--- src/rtl/kv_txn_scheduler.sv ---
// Round-robin transaction sequencer for the cuckoo-hashed key/value ledger.
// Probes table 1, then table 2, then reads, updates and writes back the value BRAM.
module kv_txn_scheduler #(
    parameter int RAM_WIDTH     = 32,
    parameter int RAM_ADDR_BITS = 9,
    parameter int ID_BITS       = 1,
    localparam int NUM_REQ      = 2 ** ID_BITS
) (
    input  logic                           clock,
    input  logic                           reset_n,
    input  logic [NUM_REQ-1:0]             req_valid,
    output logic [NUM_REQ-1:0]             req_ready,
    input  logic [NUM_REQ*RAM_WIDTH-1:0]   req_key,
    input  logic [NUM_REQ*RAM_WIDTH-1:0]   req_amount,
    input  logic [NUM_REQ*2-1:0]           req_op,
    output logic [RAM_ADDR_BITS-1:0]       h1_addr,
    output logic [RAM_ADDR_BITS-1:0]       h2_addr,
    input  logic [RAM_WIDTH-1:0]           h1_key_rdata,
    input  logic [RAM_WIDTH-1:0]           h2_key_rdata,
    input  logic [RAM_ADDR_BITS-1:0]       h1_vaddr_rdata,
    input  logic [RAM_ADDR_BITS-1:0]       h2_vaddr_rdata,
    output logic [RAM_ADDR_BITS-1:0]       val_addr,
    input  logic [RAM_WIDTH-1:0]           val_rdata,
    output logic [RAM_WIDTH-1:0]           val_wdata,
    output logic                           val_we,
    output logic                           busy,
    output logic                           rsp_valid,
    output logic [ID_BITS-1:0]             rsp_id,
    output logic [1:0]                     rsp_status,
    output logic [RAM_WIDTH-1:0]           rsp_value,
    output logic [RAM_ADDR_BITS-1:0]       rsp_value_addr
);

    localparam logic [1:0] OP_READ   = 2'b00;
    localparam logic [1:0] OP_CREDIT = 2'b01;
    localparam logic [1:0] OP_DEBIT  = 2'b10;
    localparam logic [1:0] OP_BAD    = 2'b11;

    localparam logic [1:0] ST_OK        = 2'd0;
    localparam logic [1:0] ST_NOT_FOUND = 2'd1;
    localparam logic [1:0] ST_REJECT    = 2'd2;
    localparam logic [1:0] ST_BAD_OP    = 2'd3;

    typedef enum logic [2:0] {
        S_IDLE,
        S_H1_RD,
        S_H1_CHK,
        S_H2_RD,
        S_H2_CHK,
        S_VAL_RD,
        S_VAL_UPD,
        S_RESP
    } state_t;

    state_t                   state_q, state_d;
    logic [ID_BITS-1:0]       ptr_q, ptr_d;
    logic [RAM_WIDTH-1:0]     key_q, key_d;
    logic [RAM_WIDTH-1:0]     amount_q, amount_d;
    logic [1:0]               op_q, op_d;
    logic [ID_BITS-1:0]       id_q, id_d;
    logic [RAM_ADDR_BITS-1:0] vaddr_q, vaddr_d;
    logic [1:0]               status_q, status_d;
    logic [RAM_WIDTH-1:0]     value_q, value_d;

    logic                     grant_vld;
    logic [ID_BITS-1:0]       grant_id;
    logic [ID_BITS-1:0]       cand;
    logic [RAM_WIDTH:0]       credit_sum;

    function automatic logic [RAM_ADDR_BITS-1:0] hash1(input logic [RAM_WIDTH-1:0] k);
        return k[RAM_ADDR_BITS-1:0];
    endfunction

    function automatic logic [RAM_ADDR_BITS-1:0] hash2(input logic [RAM_WIDTH-1:0] k);
        return k[2*RAM_ADDR_BITS-1:RAM_ADDR_BITS] ^ k[RAM_ADDR_BITS-1:0];
    endfunction

    // First valid requester at or after the pointer, wrapping.
    always_comb begin
        grant_vld = 1'b0;
        grant_id  = '0;
        cand      = '0;
        for (int k = 0; k < NUM_REQ; k++) begin
            cand = ptr_q + ID_BITS'(k);
            if (!grant_vld && req_valid[cand]) begin
                grant_vld = 1'b1;
                grant_id  = cand;
            end
        end
    end

    always_comb begin
        req_ready = '0;
        if (reset_n && state_q == S_IDLE && grant_vld) begin
            req_ready = NUM_REQ'(1) << grant_id;
        end
    end

    always_comb begin
        state_d    = state_q;
        ptr_d      = ptr_q;
        key_d      = key_q;
        amount_d   = amount_q;
        op_d       = op_q;
        id_d       = id_q;
        vaddr_d    = vaddr_q;
        status_d   = status_q;
        value_d    = value_q;
        h1_addr    = '0;
        h2_addr    = '0;
        val_addr   = '0;
        val_wdata  = '0;
        val_we     = 1'b0;
        credit_sum = {1'b0, val_rdata} + {1'b0, amount_q};

        case (state_q)
            S_IDLE: begin
                if (grant_vld) begin
                    key_d    = req_key[int'(grant_id) * RAM_WIDTH +: RAM_WIDTH];
                    amount_d = req_amount[int'(grant_id) * RAM_WIDTH +: RAM_WIDTH];
                    op_d     = req_op[int'(grant_id) * 2 +: 2];
                    id_d     = grant_id;
                    ptr_d    = grant_id + ID_BITS'(1);
                    vaddr_d  = '0;
                    value_d  = '0;
                    if (req_op[int'(grant_id) * 2 +: 2] == OP_BAD) begin
                        status_d = ST_BAD_OP;
                        state_d  = S_RESP;
                    end else begin
                        status_d = ST_NOT_FOUND;
                        state_d  = S_H1_RD;
                    end
                end
            end
            S_H1_RD: begin
                h1_addr = hash1(key_q);
                state_d = S_H1_CHK;
            end
            S_H1_CHK: begin
                // Key 0 marks an empty slot and can never hit.
                if (h1_key_rdata == key_q && key_q != '0) begin
                    vaddr_d = h1_vaddr_rdata;
                    state_d = S_VAL_RD;
                end else begin
                    state_d = S_H2_RD;
                end
            end
            S_H2_RD: begin
                h2_addr = hash2(key_q);
                state_d = S_H2_CHK;
            end
            S_H2_CHK: begin
                if (h2_key_rdata == key_q && key_q != '0) begin
                    vaddr_d = h2_vaddr_rdata;
                    state_d = S_VAL_RD;
                end else begin
                    state_d = S_RESP;
                end
            end
            S_VAL_RD: begin
                val_addr = vaddr_q;
                state_d  = S_VAL_UPD;
            end
            S_VAL_UPD: begin
                val_addr = vaddr_q;
                status_d = ST_OK;
                value_d  = val_rdata;
                case (op_q)
                    OP_CREDIT: begin
                        if (credit_sum[RAM_WIDTH]) begin
                            status_d = ST_REJECT;
                        end else begin
                            value_d   = credit_sum[RAM_WIDTH-1:0];
                            val_wdata = credit_sum[RAM_WIDTH-1:0];
                            val_we    = 1'b1;
                        end
                    end
                    OP_DEBIT: begin
                        if (amount_q > val_rdata) begin
                            status_d = ST_REJECT;
                        end else begin
                            value_d   = val_rdata - amount_q;
                            val_wdata = val_rdata - amount_q;
                            val_we    = 1'b1;
                        end
                    end
                    default: ;
                endcase
                state_d = S_RESP;
            end
            S_RESP: begin
                state_d = S_IDLE;
            end
            default: begin
                state_d = S_IDLE;
            end
        endcase
    end

    always_ff @(posedge clock) begin
        if (!reset_n) begin
            state_q <= S_IDLE;
            ptr_q   <= '0;
        end else begin
            state_q <= state_d;
            ptr_q   <= ptr_d;
        end
    end

    // Transaction context; only observed through outputs gated by state.
    always_ff @(posedge clock) begin
        key_q    <= key_d;
        amount_q <= amount_d;
        op_q     <= op_d;
        id_q     <= id_d;
        vaddr_q  <= vaddr_d;
        status_q <= status_d;
        value_q  <= value_d;
    end

    always_comb begin
        busy           = (state_q != S_IDLE);
        rsp_valid      = (state_q == S_RESP);
        rsp_id         = '0;
        rsp_status     = '0;
        rsp_value      = '0;
        rsp_value_addr = '0;
        if (state_q == S_RESP) begin
            rsp_id         = id_q;
            rsp_status     = status_q;
            rsp_value      = value_q;
            rsp_value_addr = vaddr_q;
        end
    end

endmodule

--- config.mk ---
export PLATFORM = sky130hd
export DESIGN_NAME = kv_txn_scheduler
export DESIGN_NICKNAME = d
export VERILOG_FILES = /design/src/rtl/kv_txn_scheduler.sv
export SDC_FILE = /design/constraint.sdc
export NUM_CORES = 1
export LEC_CHECK = 0
export CORE_MARGIN = 2
export CORE_UTILIZATION = 51
export CTS_CLUSTER_DIAMETER = 120
export CTS_CLUSTER_SIZE = 8
export DETAILED_ROUTE_END_ITERATION = 8
export MAX_ROUTING_LAYER = met4
export PLACE_DENSITY = 0.95
export SLEW_MARGIN = 30
export SYNTH_ARGS = -nofsm -noshare
export SYNTH_HDL_FRONTEND = slang
export SYNTH_SLANG_ARGS = --single-unit
export TNS_END_PERCENT = 30
--- constraint.sdc ---
create_clock -name clock -period 16.55 [get_ports clock]
set_input_delay 4.965 -clock clock [delete_from_list [all_inputs] [get_ports clock]]
set_output_delay 4.965 -clock clock [all_outputs]
set_load 0.1 [all_outputs]
; Word level (Yosys, flattened, before mapping)
; Cells that the tools add are included.
[word_totals]
output_inout_bits = 108
ff_bits = 114
[op_classes]
add_sub_neg = 4
n_reduce_logical = 15
eq_ne = 15
magnitude_cmp = 3
n_shift = 4
n_mux = 44
bitwise_logic = 1
[ops]
columns = cell, n
row1 = $mux W32, 7
row2 = $pmux W32 S2, 3
row3 = $shiftx A64 B7 Y32, 2
row4 = $eq A32 B32 Y1, 2
row5 = $mux W9, 7
row6 = $add A32 B32 Y33, 1
row7 = $gt A32 B32 Y1, 1
row8 = $reduce_bool A32 Y1, 1
row9 = $sub A32 B32 Y32, 1
row10 = $pmux W9 S3, 1
row11 = $pmux W3 S8, 1
row12 = $mux W2, 7
row13 = $eq A3 B3 Y1 const B, 4
row14 = $mux W1, 12
row15 = $mux W3, 3
row16 = $xor A9 B9 Y9, 1
row17 = $pmux W2 S2, 2
row18 = $eq A3 B2 Y1 const B, 2
row19 = $ne A2 B2 Y1 const B, 3
row20 = $reduce_bool A3 Y1, 2
row21 = $logic_and A1 B1 Y1, 5
row22 = $eq A2 B2 Y1 const B, 2
row23 = $lt A1 B2 Y1 const B, 2
row24 = $reduce_and A2 Y1, 2
row25 = 11 further kinds, 12

; Depth between registers and ports, before layout
[depth]
depth_word = 11
depth_mapped = 14

; Worst setup path before layout
; Ideal clock, no wire load.
[synth_timing]
kind = in2out
start = input port val_rdata[0]
end = output port val_wdata[20]
arrival_time_ns = 9.119
path_stages = 12
required_ns = 11.585
setup_slack_ns = 2.466
path_buffers = 1
path_cell_list = inv_1 -> ha_1 -> fa_1 -> nand2b_1 -> a21oi_2 -> nor2_1 -> o31ai_2 -> a31oi_2 -> o21a_1 -> buf_4 -> o221a_1 -> nor3_1
[synth_via]
elab_chain_len = 4
elab_cells_between_ends = 7
classes_between = add/sub: 2 / order compare: 1 / mux: 4
[synth_lines]
columns = item, line
row1 = start: declaration, 23  ; input logic [RAM_WIDTH-1:0] val_rdata,
row2 = $sub A32 B32 Y32 (tied with other cells), 183  ; val_wdata = val_rdata - amount_q;
row3 = "$mux W32, on equally long branches", "179, 170"
row4 = $pmux W32 S2 *, 168  ; case (op_q)
row5 = $mux W32 *, 116  ; case (state_q)
row6 = end: declaration, 24  ; output logic [RAM_WIDTH-1:0] val_wdata,
; Mark *: on every way between the ends. The rest lies on a longest branch, timed or not.

; Final worst setup path
[layout_timing]
start = input port val_rdata[19]
end = output port val_wdata[2]
[layout_via]
elab_chain_len = 4
elab_cells_between_ends = 6
classes_between = add/sub: 1 / order compare: 1 / mux: 4
[layout_lines]
columns = item, line
row1 = $add A32 B32 Y33 / $gt A32 B32 Y1 (equally long branches), "114, 179"
row2 = "$mux W32, on equally long branches", "170, 179"
row3 = $pmux W32 S2 *, 168
row4 = $mux W32 *, 116
; Marks and branches as above.

==> out/results.ini <==
[min_path]
hold_end=ptr_q
hold_depth=1
worstHoldStart=ptr_q
holdCritPathClass=reg -> reg

[timing]
min_period_ps=14610
finalSetupViolCount=0
maxSlewViolCount=0
worst_pin_slew_ps=1035
fmax_ghz=0.06843
fin_skew_ps=13.09
slew_headroom_pct=30.77
fin_crit_sh_pct=88.29
hold_violations=0
fin_tns_setup_ps=0
rsz0062_at_grt=no

[die]
core-area_mm2=0.02043
io_pins=358
start_util_pct=52.39
dieArea_mm2=0.02216
die_h_um=148.9
rows=52
fp.dieW_um=148.9

[synth]
ys_async_sr_fraction_pct=0
synth_top_family_by_area=simple AND/OR/NAND/NOR gates
synth_compound_area_share_pct=22.52
syn_area_mm2=0.01070
ys_ff_latch=114
synth-edff-count=110
synthXorXnorAreaFrac_pct=6.464
synth_top_cells_by_count=227 x nand2_1, 110 x edfxtp_1, 86 x nor2_1
synthCells=1265
yosysWarnings=0
synth_fa_ha_area_share_pct=8.206
syn-mean-instance-area_um2=8.462
synth_top_area_share_pct=30.86
syn_nets=1584
yosys.cell_count.top_type=nand2_1
yosys.cell_types.count=81
yosysTopAreaCell=edfxtp_1
seq_area_frac_synth_pct=31.61
synthSimpleGateAreaFrac_pct=24.89
synth.area.mux_share_pct=0.3741
synth_area_leaders=edfxtp_1 31%, nand2_1 8.0%, ha_1 7.8%
synthFlopType=edfxtp_1

[grt]
grt_max_degree=69
grt_pass1_vias=11500
grt.overflow.total=0
antenna_found_initial=3
grt_pass1_wl_mm=62.18
grtUsageTotal_pct=37.39

[clock_tree]
clockBufferDepth=2
postCtsHoldBufs=0
cts_inserted_buffers=17
clkSlewWorstSetupHoldPaths_ps=50
cts_resized=0
cts_tree=done
cts_root_buf=clkbuf_16
htree_levels=4
postCtsSetupBuffers=0
cts_num_sinks=114
clk_latency_ps=430

[layout]
n_fill_cell=1545
syn2layout_area_growth_pct=40.42
drive_above_1_share_pct=6.595
utilization_pct=73.57
finish.net_count=1899

[pwr]
static-leakage-power_uw=0.006256
power.total_uw=1469
ir_worst_vdd_mv=0.06459
powerDensity_mw_per_mm2=97.74

[placement]
portBuffers=357
hpwlAfterDp_mm=31.63
gp_congestion=1.000

[routing]
num_vias=11340
drc=0
wl_per_cell_um=21.84
first_pass_iters=6
ant_nets=0
drtIter0Drc=991
wl_mm=40.73
viasPerCell=6.080

[worst_setup_path]
reg2reg_slack_ps=12750
worstPathMaxFanout=15
slowest_delay_ps=1150
r2r_end=value_q[15]
critical_path_class=in -> out
cp-end-kind=output port
reg2reg_depth=11
worstPathRequired_ps=11580
cp.arrival_ps=9650
slowest_stage=clkdlybuf4s50_1
crit_chain=clkdlybuf4s50_1 > ha_1 > inv_1 > a21oi_1 > o311ai_1 > a41oi_1 > a21oi_4 > a21oi_4 > buf_16 > a221oi_1 > a21oi_1 > and2_1 > clkdlybuf4s50_1
start_kind=primary input
rr_startpoint=amount_q[17]

[run]
drv_cap=0

[status]
status=completed

==> registers in the layout, summed over array words and instances, names as in the netlist <==
name	count
ptr_q	1
status_q	2
id_q	1
vaddr_q	9
state_q	3
amount_q	32
value_q	32
key_q	32
op_q	2
==> metal layers <==
layer	part of all wire [%]	GRT usage [%]	up-vias
met3	7.3	5.321	134
met2	50	64.70	675
met4	5.8	20.71	0
met1	36	41.63	5349
li1	-	-	5181
met5	0	-	-
==> cells in the final DEF, fill, tap and decap left out, types with 6 or more instances in the layout <==
| cell type | n |
|---|---|
| or3_1 | 8 |
| o221a_1 | 14 |
| nand4_1 | 15 |
| a31oi_1 | 9 |
| nor2b_1 | 20 |
| inv_1 | 71 |
| clkbuf_16 | 17 |
| a221o_1 | 7 |
| o22a_1 | 6 |
| nand2_1 | 227 |
| clkdlybuf4s50_1 | 353 |
| nor3_1 | 21 |
| a21o_1 | 37 |
| o31ai_1 | 14 |
| nor2_1 | 84 |
| o211ai_1 | 6 |
| buf_4 | 9 |
| o221ai_1 | 8 |
| o21ai_0 | 27 |
| ha_1 | 67 |
| xnor2_1 | 14 |
| a22oi_1 | 11 |
| xor2_1 | 65 |
| o21bai_1 | 13 |
| and3_1 | 22 |
| nor4_1 | 30 |
| a221oi_2 | 10 |
| nand3_1 | 7 |
| a221oi_1 | 12 |
| a21oi_1 | 73 |
| nand2b_1 | 11 |
| and2_1 | 62 |
| edfxtp_1 | 110 |
| nor3_2 | 13 |
==> metrics by stage <==
stage / instances / worst slack [ps] / area (µm²) / hold slack [ps]
after floorplan: 1265 / 2466 / 10700 / 472.6
after global placement: 1830 / 1838 / 14380 / 542.9
after detailed placement: 1831 / 2001 / 14400 / 553.8
after CTS: 1862 / 1986 / 15020 / 566.7
after global routing: 1865 / 1688 / 15030 / 583.8
final: 1865 / 1937 / 15030 / 561.2
==> cells by family (layout without fill, tap and decap cells) <==
kind of cell             after synthesis  in the layout
AO/OA/AOI/OAI                        312            312
XOR/XNOR                              79             79
adder cells (fa/ha/maj)               69             69
buffers and inverters                147            474
flip-flops                           114            114
multiplexers                           4              4
other                                  0              3
AND/OR/NAND/NOR                      540            540
==> how the worst max path moves through the flow <==
stage	from	to	depth (start not counted)
after global placement	val_rdata[0]	val_wdata[31]	13
after CTS	val_rdata[0]	val_wdata[26]	13
after global routing	val_rdata[0]	val_wdata[26]	13
final	val_rdata[19]	val_wdata[2]	13
after detailed placement	val_rdata[0]	val_wdata[26]	13
after floorplan	val_rdata[0]	val_wdata[20]	12
==> layout make-up <==
type | count | area (µm²) | area share (%)
clock buffers | 19 | 432.9 | 2.880
clock inverters | 12 | 188.9 | 1.257
diodes | 3 | 7.507 | 0.04995
inverters | 76 | 285.3 | 1.898
well taps | 270 | 337.8 | 2.248
multi-input cells | 1004 | 6746 | 44.88
flip-flops and latches | 114 | 3383 | 22.51
repair buffers | 367 | 3649 | 24.27
==> worst max-delay path, delay by kind of cell <==
family / cells / cell delay [ps]
and+or+nand+nor: 1 / 170
AOI/OAI and AO/OA: 7 / 1900
adders and majority gates: 1 / 570
buffers and inverters: 4 / 2010
==> power by group <==
group	total (µW)	leakage (µW)	switching, µW	internal [µW]
Combinational	630	0.00486	398	232
Clock	408	0.000292	143	264
Sequential	431	0.00111	45.8	385
Note: power is estimated with default switching activity, not from simulation.
